<file path="config.mk">
export PLATFORM = sky130hd
export DESIGN_NAME = fixed_to_fp_seq_flat
export DESIGN_NICKNAME = d
export VERILOG_FILES = /design/src/rtl/fixed_to_fp_seq_if.sv /design/src/rtl/fixed_to_fp_seq.sv /design/src/flat_wrapper.sv
export SDC_FILE = /design/constraint.sdc
export NUM_CORES = 1
export LEC_CHECK = 0
export ABC_AREA = 1
export CORE_ASPECT_RATIO = 1.25
export CORE_MARGIN = 4
export CORE_UTILIZATION = 55
export DETAILED_ROUTE_END_ITERATION = 10
export GPL_TIMING_DRIVEN = 0
export PLACE_DENSITY = 0.9
export SLEW_MARGIN = 0
export SYNTH_ARGS = -nofsm -noshare
export SYNTH_HDL_FRONTEND = slang
export SYNTH_SLANG_ARGS = --single-unit
</file>
<file path="constraint.sdc">
create_clock -name clk_i -period 5.05 [get_ports clk_i]
set_input_delay 1.2625 -clock clk_i [delete_from_list [all_inputs] [get_ports clk_i]]
set_output_delay 1.2625 -clock clk_i [all_outputs]
set_load 0.005 [all_outputs]
</file>
<file path="src/rtl/fixed_to_fp_seq_if.sv">
// Handshake bundle for the fixed-to-float converter: input valid/ready with
// the fixed-point word, and output valid/ready with the float result.
interface fixed_to_fp_seq_if;
  logic        valid_i;
  logic        ready_o;
  logic [31:0] fixed_i;
  logic        valid_o;
  logic        ready_i;
  logic [31:0] fp_o;
  logic        busy_o;

  // Producer/consumer side (drives the input word, accepts the result)
  modport master (
    output valid_i, fixed_i, ready_i,
    input  ready_o, valid_o, fp_o, busy_o
  );

  // Converter side
  modport slave (
    input  valid_i, fixed_i, ready_i,
    output ready_o, valid_o, fp_o, busy_o
  );
endinterface

</file>
<file path="src/rtl/fixed_to_fp_seq.sv">
// Sequential signed fixed-point to IEEE-754 single converter.
// Normalisation shifts by 4 or 1 per cycle to keep the per-cycle logic small,
// then a single round-to-nearest-even step builds the result word.
module fixed_to_fp_seq #(
  parameter int FRAC_BITS = 16
) (
  input logic              clk_i,
  input logic              rst_i,
  fixed_to_fp_seq_if.slave bus
);

  // Exponent of a value whose MSB sits at bit 31 of the magnitude.
  localparam logic [7:0] EXP_INIT = 8'(127 + 31 - FRAC_BITS);

  typedef enum logic [1:0] {IDLE, NORM, ROUND, OUT} state_t;

  state_t      state_q;
  logic        ready_q;
  logic        valid_q;
  logic        busy_q;
  logic [31:0] fp_q;
  logic        sign_q;
  logic [31:0] mag_q;
  logic [7:0]  exp_q;

  // Rounding of the normalised magnitude (MSB is the hidden bit).
  logic [22:0] mant_trunc;
  logic        guard_bit;
  logic        sticky_bit;
  logic        round_up;
  logic [23:0] mant_sum;
  logic [22:0] mant_d;
  logic [7:0]  exp_round_d;
  logic [31:0] mag_abs;

  // Round-to-nearest-even result and absolute value of the incoming word
  always_comb begin
    mant_trunc  = mag_q[30:8];
    guard_bit   = mag_q[7];
    sticky_bit  = |mag_q[6:0];
    round_up    = guard_bit && (sticky_bit || mant_trunc[0]);
    mant_sum    = {1'b0, mant_trunc} + {23'd0, round_up};
    // A carry out of the mantissa means the value rounded up to the next power of two.
    mant_d      = mant_sum[23] ? 23'd0 : mant_sum[22:0];
    exp_round_d = mant_sum[23] ? exp_q + 8'd1 : exp_q;
    // Negating 0x80000000 yields 0x80000000, which is the correct unsigned magnitude.
    mag_abs     = bus.fixed_i[31] ? (~bus.fixed_i + 32'd1) : bus.fixed_i;
  end

  // Control FSM with registered handshake/status outputs and datapath registers
  always_ff @(posedge clk_i) begin
    if (rst_i) begin
      state_q <= IDLE;
      ready_q <= 1'b1;
      valid_q <= 1'b0;
      busy_q  <= 1'b0;
      fp_q    <= 32'd0;
      sign_q  <= 1'b0;
      mag_q   <= 32'd0;
      exp_q   <= 8'd0;
    end else begin
      case (state_q)
        IDLE: begin
          // ready_q is always high here, so valid_i alone marks an accept.
          if (bus.valid_i) begin
            sign_q  <= bus.fixed_i[31];
            mag_q   <= mag_abs;
            exp_q   <= EXP_INIT;
            ready_q <= 1'b0;
            if (bus.fixed_i == 32'd0) begin
              state_q <= OUT;
              fp_q    <= 32'd0;
              valid_q <= 1'b1;
              busy_q  <= 1'b1;
            end else begin
              state_q <= NORM;
              busy_q  <= 1'b1;
            end
          end
        end
        NORM: begin
          if (mag_q[31]) begin
            state_q <= ROUND;
          end else if (mag_q[31:28] == 4'd0) begin
            mag_q <= {mag_q[27:0], 4'd0};
            exp_q <= exp_q - 8'd4;
          end else begin
            mag_q <= {mag_q[30:0], 1'b0};
            exp_q <= exp_q - 8'd1;
          end
        end
        ROUND: begin
          fp_q    <= {sign_q, exp_round_d, mant_d};
          state_q <= OUT;
          valid_q <= 1'b1;
        end
        OUT: begin
          if (bus.ready_i) begin
            state_q <= IDLE;
            valid_q <= 1'b0;
            busy_q  <= 1'b0;
            ready_q <= 1'b1;
          end
        end
        default: begin
          state_q <= IDLE;
          ready_q <= 1'b1;
          valid_q <= 1'b0;
          busy_q  <= 1'b0;
        end
      endcase
    end
  end

  assign bus.ready_o = ready_q;
  assign bus.valid_o = valid_q;
  assign bus.busy_o  = busy_q;
  assign bus.fp_o    = fp_q;

endmodule

</file>
<file path="src/flat_wrapper.sv">
// flat-port wrapper written by rule: the top's interface ports become plain ports
module fixed_to_fp_seq_flat 
#(
  parameter int FRAC_BITS = 16
)
  (clk_i, rst_i, bus_valid_i, bus_fixed_i, bus_ready_i, bus_ready_o, bus_valid_o, bus_fp_o, bus_busy_o);
  fixed_to_fp_seq_if bus_i ();
  input logic clk_i;
  input logic rst_i;
  input wire logic [$bits(bus_i.valid_i)-1:0] bus_valid_i;
  input wire logic [$bits(bus_i.fixed_i)-1:0] bus_fixed_i;
  input wire logic [$bits(bus_i.ready_i)-1:0] bus_ready_i;
  output wire logic [$bits(bus_i.ready_o)-1:0] bus_ready_o;
  output wire logic [$bits(bus_i.valid_o)-1:0] bus_valid_o;
  output wire logic [$bits(bus_i.fp_o)-1:0] bus_fp_o;
  output wire logic [$bits(bus_i.busy_o)-1:0] bus_busy_o;
  assign bus_i.valid_i = bus_valid_i;
  assign bus_i.fixed_i = bus_fixed_i;
  assign bus_i.ready_i = bus_ready_i;
  assign bus_ready_o = bus_i.ready_o;
  assign bus_valid_o = bus_i.valid_o;
  assign bus_fp_o = bus_i.fp_o;
  assign bus_busy_o = bus_i.busy_o;
  fixed_to_fp_seq #(.FRAC_BITS(FRAC_BITS)) u_core (.clk_i(clk_i), .rst_i(rst_i), .bus(bus_i));
endmodule
</file>
==> key figures <==
Outcome
  – Status: complete, no violations

Floorplanning
  – Initial core utilization: 0.566
  – Total Die Area: approximately 12000 um^2
  – Die width: 99.2 um
  – Core box area: about 10000 um^2
  – I/O pins: 71
  – Site Rows: just over 40
  – Die Height: around 120 um

GRT
  – Grt total ovfl: 0
  – Vias in the first global route: slightly above 6000
  – Initial antenna violation count: 0
  – Largest net degree at the start of global routing: 14
  – Gr usage total: 0.299
  – First-pass GRT wire length: 28900 um

Critical path
  – Setup crit end kind: flop
  – Worst r2r dst: u_core.bus.fp_o[8]$_SDFFE_PP0P_
  – Buf+Inv Stages, Crit Path: 3
  – Most used cell along the critical path: nand2_1
  – Crit path cell chain: clkdlybuf4s50_1 -> inv_1 -> ha_1 -> nand3_1 -> nor2_2 -> nand2_2 -> o21ai_1 -> nand2_1 -> clkbuf_1 -> nand2_1 -> a21oi_2
  – Cell count of the worst reg-to-reg path: 11
  – Worst Setup Path Type: in2reg
  – Crit path DAT: 3.38 ns
  – CP delay by family, top: simple AND/OR/NAND/NOR gates
  – R2R setup slack: 2.84 ns
  – Req. time, crit path: 5.25 ns
  – Crit-path slowest cell: clkdlybuf4s50_1
  – Critical Path Start Type: input port
  – FF-to-FF Start: u_core.mag_q[7]$_SDFFE_PP0P_
  – Maximum fanout along the worst path: 10
  – Worst path max stage delay: 0.44 ns

Timing
  – Setup TNS: 0 ns
  – Slew @ Worst Pin: approximately 0.77 ns
  – Fin Hold WS: approximately 0.46 ns
  – Min Tclk post-route: 3.18 ns
  – Highest achievable clock rate: 314 MHz
  – RSZ-0062 raised after global routing: false
  – Final hold vios: 0
  – # setup viols final: 0
  – Final period util: 0.630
  – Worst clock skew: approximately 0.0083 ns
  – Max-slew violations: 0
  – Max-slew headroom: 0.484

Yosys
  – Compound-cell area share of the yosys netlist: 0.172
  – Part of the Yosys area used for sequential elements: 0.273
  – Async SR Flop Fraction: 0
  – Yosys reg bits: between 70 and 80
  – Simple-gate portion of the synthesized area: 0.401
  – Syn nets: between 1000 and 1500
  – Yosys top cell by area: dfxtp_1
  – Mean Syn Cell Area: slightly below 6 um^2
  – Top post-synthesis cells by area: dfxtp_1, nand2_1, nand3_1
  – Largest family of logic cells by synthesized area: simple AND/OR/NAND/NOR gates
  – Top cells by count, synth: nand2_1, nor2_1, inv_1, nand3_1, dfxtp_1
  – Yosys warning count: 0
  – Most common cell in the netlist: nand2_1
  – Multiplexer share of the synthesized area: 0
  – Synthesized cell area: around 5700 um^2
  – Post-synth EDFFs: 0
  – Post-synthesis xor/xnor area fraction: 0.0230
  – Post-Synthesis Cells: 963
  – Share of synthesized cell area in full adder, half adder and majority cells: 0.0219
  – Ys flop type: dfxtp_1
  – Unique masters post-synth: 37
  – Top-area cell type share of the netlist area: 0.273

Drt
  – First-pass detailed-route iteration total: 5
  – Wire per inst: 15.2 um
  – Residual DRC count: 0
  – Routed WL: ~18000 um
  – Final ANT Viol Nets: 0
  – Vias/cell: approximately 5.5
  – Vias after detailed routing: around 6500
  – Initial drt markers: 499

Clock network
  – CTS tree: done
  – Clock transition at path regs: 0.06 ns
  – H-tree depth: 3
  – Hold_buf cts: 0
  – Clock sinks: a little under 80
  – CTS buffer count: 9
  – Clock Tree Buf Depth: 2
  – Clk Latency, worst-skew pair: 0.34 ns
  – Root buf cell: clkbuf_16
  – Postcts setup bufs: 0
  – Post_cts resized: 0

Pwr
  – Pwr Density: ~540 nW/um^2
  – Worst vdd ir: roughly 210 uV
  – Leak pwr: between 2 and 3 nW

Job
  – Total of max-cap violations: 0

Placed design
  – Detailed placement HPWL: about 14000 um
  – PortBufs: between 60 and 70
  – GPL Wtd Cong: ~1

Finish
  – Layout area overhead: 20.4%
  – Share of cells above drive strength 1: 0.0639
  – Nets: ~1100
  – # fillers: about 940
  – ANT cells: 0
  – Post-layout util: 0.681

Hold path
  – Hold_sp: u_core.bus.fp_o[5]$_SDFFE_PP0P_
  – Worst hold path type: reg2reg
  – Min-Delay Endpoint: u_core.bus.fp_o[5]$_SDFFE_PP0P_
  – Worst Hold Depth: 2
## metrics by stage
| stage | power (mW) | instances | instance area [um^2] | setup slack, ns |
|---|---|---|---|---|
| 3_5_place_dp | 3.00 | 1161 | 6570 | 1.51 |
| 2_1_floorplan | 2.37 | 963 | 5720 | 2.44 |
| 4_1_cts | 3.71 | 1177 | 6890 | 1.86 |
| 5_1_grt | 4.02 | 1177 | 6890 | 1.67 |
| 6_report | 3.75 | 1177 | 6890 | 1.87 |
| 3_3_place_gp | 2.97 | 1161 | 6570 | 1.53 |
## worst reg2reg max path, delay by kind of cell, from the launching register on
kind	cells	cell delay [ns]
flip-flops	1	0.38
adder cells (fa/ha/maj)	1	0.17
XOR/XNOR	1	0.20
AND/OR/NAND/NOR	5	0.87
AO/OA/AOI/OAI	1	0.06
buffers and inverters	3	0.41
## layout make-up
class / count / area, um^2 / share of cell area
clock buffers: 10 / 229 / 0.0332
inverters: 111 / 418 / 0.0607
clock inverters: 6 / 86.3 / 0.0125
repair buffers: 69 / 691 / 0.100
well taps: 129 / 161 / 0.0234
plain buffers: 43 / 206 / 0.0300
multi-input cells: 731 / 3530 / 0.513
flip-flops and latches: 78 / 1560 / 0.227
## per-layer routing
layer  wire (um)  vias to the layer above  track usage  share of wire
met5           0                        -            0              0
met4        1080                        0        0.211          0.060
met3        1100                       66       0.0418          0.062
met2        8770                      270        0.525           0.49
met1        6900                     2883        0.329           0.39
li1            -                     3301            -              -
## report_power, final
group | switching, mW | internal (mW)
Sequential | 0.236 | 0.807
Combinational | 1.35 | 0.664
Clock | 0.260 | 0.432
## worst max path at each step
stage	startpoint	endpoint	cells past startpoint
3_3_place_gp	bus_fixed_i[0]	u_core.bus.fp_o[25]$_SDFFE_PP0P_	11
3_5_place_dp	bus_fixed_i[0]	u_core.bus.fp_o[27]$_SDFFE_PP0P_	11
5_1_grt	bus_fixed_i[0]	u_core.bus.fp_o[29]$_SDFFE_PP0P_	11
4_1_cts	bus_fixed_i[0]	u_core.bus.fp_o[27]$_SDFFE_PP0P_	11
6_report	bus_fixed_i[0]	u_core.bus.fp_o[27]$_SDFFE_PP0P_	11
2_1_floorplan	bus_fixed_i[1]	u_core.bus.fp_o[25]$_SDFFE_PP0P_	10
## cells in the final DEF, fill, tap and decap left out, types with 17 or more instances in the layout
cell type / synthesis / layout
nor2_1: 121 / 121
o211ai_1: 17 / 17
dfxtp_1: 78 / 78
nand2_1: 248 / 248
inv_1: 106 / 106
a21oi_1: 56 / 56
clkbuf_1: 22 / 23
o21ai_1: 17 / 17
o21ai_0: 64 / 64
nand3_1: 102 / 102
clkdlybuf4s50_1: 0 / 69
## cell families after synthesis
| group | count (synthesis) |
|---|---|
| and+or+nand+nor | 527 |
| AOI/OAI and AO/OA | 179 |
| buffers and inverters | 154 |
| DFF | 78 |
| xor gates and xnor gates | 15 |
| adders and majority gates | 10 |
## registers in the layout (all words and copies together), names as in the netlist
| signal | flops |
|---|---|
| u_core.bus.fp_o | 32 |
| u_core.mag_q | 32 |
| u_core.exp_q | 8 |
| u_core.state_q | 2 |
| u_core.bus.busy_o | 1 |
| u_core.bus.ready_o | 1 |
| u_core.bus.valid_o | 1 |
| u_core.sign_q | 1 |
Power figures use the tool's default switching activity.
